<file path="config.mk">
export PLATFORM = sky130hd
export DESIGN_NAME = alu_addr_sequencer
export DESIGN_NICKNAME = d
export VERILOG_FILES = /design/src/rtl/alu_addr_sequencer.sv
export SDC_FILE = /design/constraint.sdc
export NUM_CORES = 1
export LEC_CHECK = 0
export ABC_AREA = 1
export CAP_MARGIN = 20
export CORE_UTILIZATION = 48
export CTS_CLUSTER_DIAMETER = 60
export CTS_CLUSTER_SIZE = 10
export DETAILED_ROUTE_END_ITERATION = 7
export PLACE_DENSITY = 0.85
export SETUP_SLACK_MARGIN = 0.05
export SLEW_MARGIN = 20
export SYNTH_ARGS = -nofsm -noshare
export SYNTH_HDL_FRONTEND = slang
export SYNTH_SLANG_ARGS = --single-unit
</file>
<file path="constraint.sdc">
create_clock -name clk -period 3.3 [get_ports clk]
set_input_delay 0.495 -clock clk [delete_from_list [all_inputs] [get_ports clk]]
set_output_delay 0.495 -clock clk [all_outputs]
set_load 0.01 [all_outputs]
</file>
<file path="src/rtl/alu_addr_sequencer.sv">
// Shared 8-bit ALU owner: arbitrates between single-pass execute ops and two-pass
// 16-bit address generation (6502 indexed / relative addressing with page-cross fix-up).
package control_signals;
   typedef enum logic [2:0] {
      ALU_ADD = 3'd0,
      ALU_AND = 3'd1,
      ALU_OR  = 3'd2,
      ALU_XOR = 3'd3,
      ALU_SR  = 3'd4,
      ALU_SRC = 3'd5
   } alu_op_t;
endpackage

module alu_addr_sequencer #(
   parameter bit EXEC_PRIORITY = 1'b1
) (
   input  logic                     clk,
   input  logic                     rst_n,
   input  logic                     exec_req,
   input  control_signals::alu_op_t exec_op,
   input  logic [7:0]               exec_a,
   input  logic [7:0]               exec_b,
   input  logic                     exec_carry_in,
   input  logic                     exec_invert_b,
   output logic                     exec_grant,
   input  logic                     addr_req,
   output logic                     addr_ready,
   input  logic [15:0]              addr_base,
   input  logic [7:0]               addr_offset,
   input  logic                     addr_signed,
   input  logic                     addr_force_fix,
   output logic                     addr_done,
   output logic [15:0]              addr_result,
   output logic                     addr_page_crossed,
   output control_signals::alu_op_t alu_operation,
   output logic [7:0]               alu_input_a,
   output logic [7:0]               alu_input_b,
   output logic                     alu_carry_in,
   output logic                     alu_invert_b,
   input  logic [7:0]               alu_result,
   input  logic                     alu_carry,
   output logic [1:0]               dbg_state
);
   import control_signals::*;

   // Handshake: an address request transfers on a rising edge where addr_req && addr_ready;
   // the requester holds addr_req and its operands stable until that edge.
   typedef enum logic [1:0] {
      S_IDLE = 2'd0,
      S_LOW  = 2'd1,
      S_HIGH = 2'd2,
      S_DONE = 2'd3
   } state_t;

   state_t      state_q, state_d;
   logic [15:0] base_q, base_d;
   logic [7:0]  offset_q, offset_d;
   logic        signed_q, signed_d;
   logic        force_q, force_d;
   logic [7:0]  lo_q, lo_d;
   logic        carry_q, carry_d;
   logic        fix_q, fix_d;
   logic [15:0] result_q, result_d;
   logic        crossed_q, crossed_d;

   logic idle;
   logic accept;
   logic fix_low;

   assign idle       = (state_q == S_IDLE);
   assign exec_grant = idle && exec_req && (EXEC_PRIORITY || !addr_req);
   assign addr_ready = idle && !(EXEC_PRIORITY && exec_req);
   assign accept     = addr_req && addr_ready;

   // A negative displacement with no carry out borrows from the high byte; a positive
   // one with carry out increments it. Either way the high byte needs a second pass.
   assign fix_low = signed_q ? (alu_carry ^ offset_q[7]) : alu_carry;

   assign addr_done         = (state_q == S_DONE);
   assign addr_result       = result_q;
   assign addr_page_crossed = crossed_q;
   assign dbg_state         = state_q;

   always_comb begin
      state_d       = state_q;
      base_d        = base_q;
      offset_d      = offset_q;
      signed_d      = signed_q;
      force_d       = force_q;
      lo_d          = lo_q;
      carry_d       = carry_q;
      fix_d         = fix_q;
      result_d      = result_q;
      crossed_d     = crossed_q;
      alu_operation = ALU_ADD;
      alu_input_a   = 8'h00;
      alu_input_b   = 8'h00;
      alu_carry_in  = 1'b0;
      alu_invert_b  = 1'b0;
      case (state_q)
         S_IDLE: begin
            if (exec_grant) begin
               alu_operation = exec_op;
               alu_input_a   = exec_a;
               alu_input_b   = exec_b;
               alu_carry_in  = exec_carry_in;
               alu_invert_b  = exec_invert_b;
            end
            if (accept) begin
               base_d   = addr_base;
               offset_d = addr_offset;
               signed_d = addr_signed;
               force_d  = addr_force_fix;
               state_d  = S_LOW;
            end
         end
         S_LOW: begin
            alu_input_a = base_q[7:0];
            alu_input_b = offset_q;
            lo_d        = alu_result;
            carry_d     = alu_carry;
            fix_d       = fix_low;
            if (fix_low || force_q) begin
               state_d = S_HIGH;
            end else begin
               result_d  = {base_q[15:8], alu_result};
               crossed_d = fix_low;
               state_d   = S_DONE;
            end
         end
         S_HIGH: begin
            alu_input_a  = base_q[15:8];
            alu_input_b  = signed_q ? {8{offset_q[7]}} : 8'h00;
            alu_carry_in = carry_q;
            result_d     = {alu_result, lo_q};
            crossed_d    = fix_q;
            state_d      = S_DONE;
         end
         S_DONE: begin
            state_d = S_IDLE;
         end
         default: begin
            state_d = S_IDLE;
         end
      endcase
   end

   always_ff @(posedge clk or negedge rst_n) begin
      if (!rst_n) begin
         state_q   <= S_IDLE;
         base_q    <= 16'h0000;
         offset_q  <= 8'h00;
         signed_q  <= 1'b0;
         force_q   <= 1'b0;
         lo_q      <= 8'h00;
         carry_q   <= 1'b0;
         fix_q     <= 1'b0;
         result_q  <= 16'h0000;
         crossed_q <= 1'b0;
      end else begin
         state_q   <= state_d;
         base_q    <= base_d;
         offset_q  <= offset_d;
         signed_q  <= signed_d;
         force_q   <= force_d;
         lo_q      <= lo_d;
         carry_q   <= carry_d;
         fix_q     <= fix_d;
         result_q  <= result_d;
         crossed_q <= crossed_d;
      end
   end

endmodule

</file>
# ---- After elaboration in Yosys (flattened, before gate mapping)
# Index checks and enable logic that the tools add are counted.
dict set report word_totals {
  ff_bits 55
  in_bits 60
  output_inout_bits 43
}
dict set report op_classes {
  n_eq_ne 5
  muxes 19
  bitwise_logic 1
  reduce_logical 9
}
# operator n
set op_table {}
lappend op_table {{8-bit one-hot mux with 3 select lines} 2}
lappend op_table {{16-bit one-hot mux with 2 select lines} 1}
lappend op_table {{8-bit two-way mux} 3}
lappend op_table {{16-bit two-way mux} 1}
lappend op_table {{2-bit one-hot mux with 4 select lines} 1}
lappend op_table {{1-bit two-way mux} 6}
lappend op_table {{3-bit two-way mux} 2}
lappend op_table {{2-bit equality test (second input constant)} 2}
lappend op_table {{1-bit one-hot mux with 2 select lines} 2}
lappend op_table {{2-bit AND reduction} 2}
lappend op_table {{1-bit logical AND} 3}
lappend op_table {{2-bit by 1-bit equality test with 1-bit output (second input constant)} 1}
lappend op_table {{2-bit zero test} 1}
lappend op_table {{2-bit two-way mux} 1}
lappend op_table {{2-bit by 1-bit inequality test with 1-bit output (second input constant)} 1}
lappend op_table {{2-bit inequality test (second input constant)} 1}
lappend op_table {{2-bit nonzero test} 1}
lappend op_table {{1-bit zero test} 1}
lappend op_table {{1-bit logical OR} 1}
lappend op_table {{1-bit XOR} 1}

# ---- Longest topological paths before layout
dict set report logic_depth {
  ltp_word 5
  depth_mapped 10
  mapped_depth_nobuf 9
}

# ---- Worst setup path before layout
# No wires, ideal clock.
dict set report synth_timing {
  path_kind {reg-to-output}
  startpoint {register state_q[0] (netlist: dbg_state[0])}
  endpoint {output alu_input_a[0]}
  t_arrival_ps 1571
  required_time_ps 2805
  setup_slack_ps 1234
  path_stages_with_launch 8
  path_buffers 1
  cell_sequence {dfrtp_1 -> inv_1 -> ha_1 -> nand2_1 -> clkinv_1 -> buf_2 -> a21oi_1 -> nor2_1}
}
dict set report synth_via {
  elab_chain_len 4
  word_cells_on_any_way 6
  classes_between {eq/ne: 2; mux: 2; reduce/logical: 2}
}
# item line_no
set synth_lines {}
lappend synth_lines {{from (decl)} 55} ;# state_t state_q, state_d;
lappend synth_lines {{from (signal assigned)} 161} ;# state_q <= state_d;
lappend synth_lines {{2-bit zero test} 70} ;# assign idle = (state_q == S_IDLE);
lappend synth_lines {{1-bit logical AND} 71} ;# assign exec_grant = idle && exec_req && (EXEC_PRIORITY || !addr_req);
lappend synth_lines {{named net exec_grant} 25} ;# output logic exec_grant,
lappend synth_lines {{8-bit two-way mux} 102} ;# if (exec_grant) begin
lappend synth_lines {{8-bit one-hot mux with 3 select lines} 100} ;# case (state_q)
lappend synth_lines {{to (decl)} 36} ;# output logic [7:0] alu_input_a,
# The timed path passes the listed nets, and every way through them passes these cells.

# ---- Final worst setup path
dict set report layout_timing {
  startpoint {register state_q[1] (netlist: dbg_state[1])}
  endpoint {output alu_input_b[7]}
}
dict set report layout_via {
  elab_chain_len 4
  word_cells_on_any_way 6
  classes_between {eq/ne: 2; mux: 2; reduce/logical: 2}
}
# item line_no
set layout_lines {}
lappend layout_lines {{2-bit zero test} {70, 100}}
lappend layout_lines {{1-bit logical AND} 71}
lappend layout_lines {{8-bit two-way mux} 102}
lappend layout_lines {{8-bit one-hot mux with 3 select lines *} 100}
lappend layout_lines {{to (decl)} 37} ;# output logic [7:0] alu_input_b,
# Every way passes the cells marked *; elsewhere a longest branch is shown, timed or not.

==> impl_metrics.toml <==
[synthesis]
synth-seq-cells = 55
synth_cell_type_count = 20
syn_nets = 453
synth.top_cells.by_area = "dfrtp_1 (48%), nand2_1 (18%), nand3_1 (8.2%), o21ai_0 (6.3%), inv_1 (4.4%)"
synth_area_um2 = 2870
ys_warn_count = 0
synth_top_cell_area_share_pct = 47.9
netlist_instances = 386
seq_area_frac_synth_pct = 47.9
synth_area_leader_cell = "dfrtp_1"
syn_area_per_cell_um2 = 7.45

[cts]
cts.sink_count = 55
clk_pin_slew_worst_paths_ns = 0.10
cts-htree-levels = 2
clk_latency_ns = 0.31
cts_tree = "done"
numCtsBuffers = 5
root_buffer = "clkbuf_8"
clock_path_buffers = 2

[power]
seqPwrFrac_pct = 31.8
ir_drop_mv = 0.570
clockPowerShare_pct = 12.8
switching_share_pct = 41.0
p_sw_uw = 1510
power_per_cell_area_nw_per_um2 = 905
leakage_uw = 0.00203
p_int_uw = 2170
combPwrFrac_pct = 55.3

[setup_path]
startpoint_type = "flip-flop"
crit_arrival_ns = 2.60
timing.rr.start = "dbg_state[1]"
required_ns = 2.80
critical_path.cell_chain = "inv_1 > ha_1 > nand2_1 > nand3_1 > nand2_1 > inv_1 > clkdlybuf4s50_1"
cp_slowest_cell = "ha_1"
crit_fanout = 17
slowest_delay_ns = 0.61
end_kind = "output pin"
critPathLaunch = "dbg_state[1]"
worst-setup-path-type = "reg -> out"

[final_layout]
antenna_cells = 0
area_growth_pct = 41.8
post_route_cells_drive_above_1_share_pct = 5.76
nets = 552

[routing]
vias = 2831
wl_um = 7530
via_per_inst = 5.07
ant_nets = 0
drtIter0Drc = 140
drc = 0
drtPass1Iterations = 4
wire_per_inst_um = 13.5

[floorplan]
core-area_um2 = 5640
initial_core_util_pct = 50.9
num_rows = 27
die_w_um = 79.4
fp.dieH_um = 79.4
io-pin-count = 103
die-area_um2 = 6300

[timing]
worst_slew_pin_slew_ns = 0.647
hold_violations = 0
setup_viol = 0
rsz0062_at_grt = "no"
period_needed_ns = 3.09
period_share_pct = 93.7
fin_ws_ns = 0.209
report.final.slew_viol_count = 0
max_freq_mhz = 324
fin_skew_ns = 0.00703
tns_ns = 0
hold-worst-slack_ns = 0.176
slew-limit-headroom_pct = 56.9

[worst_hold_path]
hold_path.class = "in -> async"

[status]
outcome = "finished, final reports clean"

[global_routing]
grt_usage_pct = 25.8
grt_busiest_layer = "met2"
grt_max_degree = 29
met2_usage_pct = 46.4
use_met1_pct = 32.1
grt_pass1_wl_um = 12700
met3_usage_pct = 4.00
overflow = 0
first_global_vias = 2745
antenna_found_initial = 0

[job]
cap_violations = 0

[placed_design]
gp_congestion = 0.830
dpl.hpwl_um = 5630
numPortBuffers = 102
pre_cts_slack_ns = 0.345
-- registers in the layout, summed over array words and instances, names as in the netlist --
signal and cells:
carry_q 1, fix_q 1, dbg_state 2, signed_q 1, addr_page_crossed 1, lo_q 8, offset_q 8, force_q 1
addr_result 16, base_q 16
-- repair_timing --
item                       CTS  global route
hold buffers                 0             0
setup buffers                0             2
resized for setup            0             1
setup endpoints to repair    0            17
-- final cells by class --
cell class / count / area, µm²
Fill cell: 467 / 1570
Sequential cell: 55 / 1380
Multi-Input combinational cell: 274 / 1250
Timing Repair Buffer: 112 / 1090
Inverter: 37 / 143
Tap cell: 72 / 90.1
Clock buffer: 6 / 82.6
Clock inverter: 2 / 38.8
-- final timing paths --
kind                                         to  slack (ns)  depth (start not counted)
min in group clk                    offset_q[3]        0.48                          2
worst min-delay path             addr_result[2]        0.18                          1
max in group asynchronous             base_q[0]        2.32                          2
worst min register to register      offset_q[3]        0.48                          2
worst max register to register  addr_result[14]        0.88                          9
worst max-delay path             alu_input_b[7]        0.21                          7
-- metrics by stage --
step                      instance area, µm²  utilization [%]  power, µW  std cells
final                                   4070             72.2       3690        558
after global routing                    4070             72.2       4000        558
after CTS                               4060             71.9       3700        556
after detailed placement                3930             69.7       3220        548
after global placement                  3930             69.7       3130        548
after floorplan                         2870                -       2330        386
-- power groups by stage --
stage / combinational [µW] / sequential (µW) / clock (µW)
after detailed placement: 2030 / 1190 / 0
after global routing: 2280 / 1210 / 507
after CTS: 2040 / 1180 / 481
after global placement: 1960 / 1170 / 0
after floorplan: 1120 / 1210 / 0
final: 2040 / 1170 / 473
-- cells in the mapped netlist --
| master | instances |
|---|---|
| nor2_4 | 1 |
| nand3_4 | 1 |
| inv_2 | 2 |
| inv_1 | 34 |
| a31oi_1 | 1 |
| nand2_1 | 138 |
| buf_4 | 3 |
| nor2_1 | 23 |
| ha_1 | 7 |
| buf_2 | 10 |
| clkinv_1 | 1 |
| buf_1 | 2 |
| dfrtp_1 | 55 |
| nand3_1 | 47 |
| buf_6 | 1 |
| o21ai_0 | 36 |
| a21oi_1 | 16 |
| nand2_4 | 1 |
| clkbuf_1 | 4 |
| nand2_2 | 3 |
-- per-layer routing --
| metal | wire, µm | up-vias |
|---|---|---|
| li1 | - | 1411 |
| met1 | 3210 | 1312 |
| met2 | 3860 | 96 |
| met3 | 343 | 12 |
| met4 | 116 | 0 |
| met5 | 0 | - |
-- critical path: cells and delay by family (launching register included) --
family / cells / cell delay, ns
buffers and inverters: 3 / 0.83
flip-flops: 1 / 0.47
adder cells (fa/ha/maj): 1 / 0.61
AND/OR/NAND/NOR: 3 / 0.38
-- cell usage in the layout (no fill, tap or decap), drive strengths merged --
master,synthesis,final
clkinvlp,0,1
nand2,142,142
nand3,48,48
clkbuf,4,6
ha,7,7
bufinv,0,1
inv,36,37
nor2,24,24
a21oi,16,16
o21ai,36,36
a31oi,1,1
dfrtp,55,55
buf,16,11
clkdlybuf4s50,0,101
-- logic make-up (layout without fill, tap and decap cells) --
logic type / after synthesis / in the layout / share of synthesized area, %
AND/OR/NAND/NOR: 214 / 214 / 31.3
buffers and inverters: 57 / 157 / 8.53
flip-flops: 55 / 55 / 47.9
AO/OA/AOI/OAI: 53 / 53 / 9.27
adder cells (fa/ha/maj): 7 / 7 / 3.05
No activity file was read; power rests on OpenSTA's default activity.
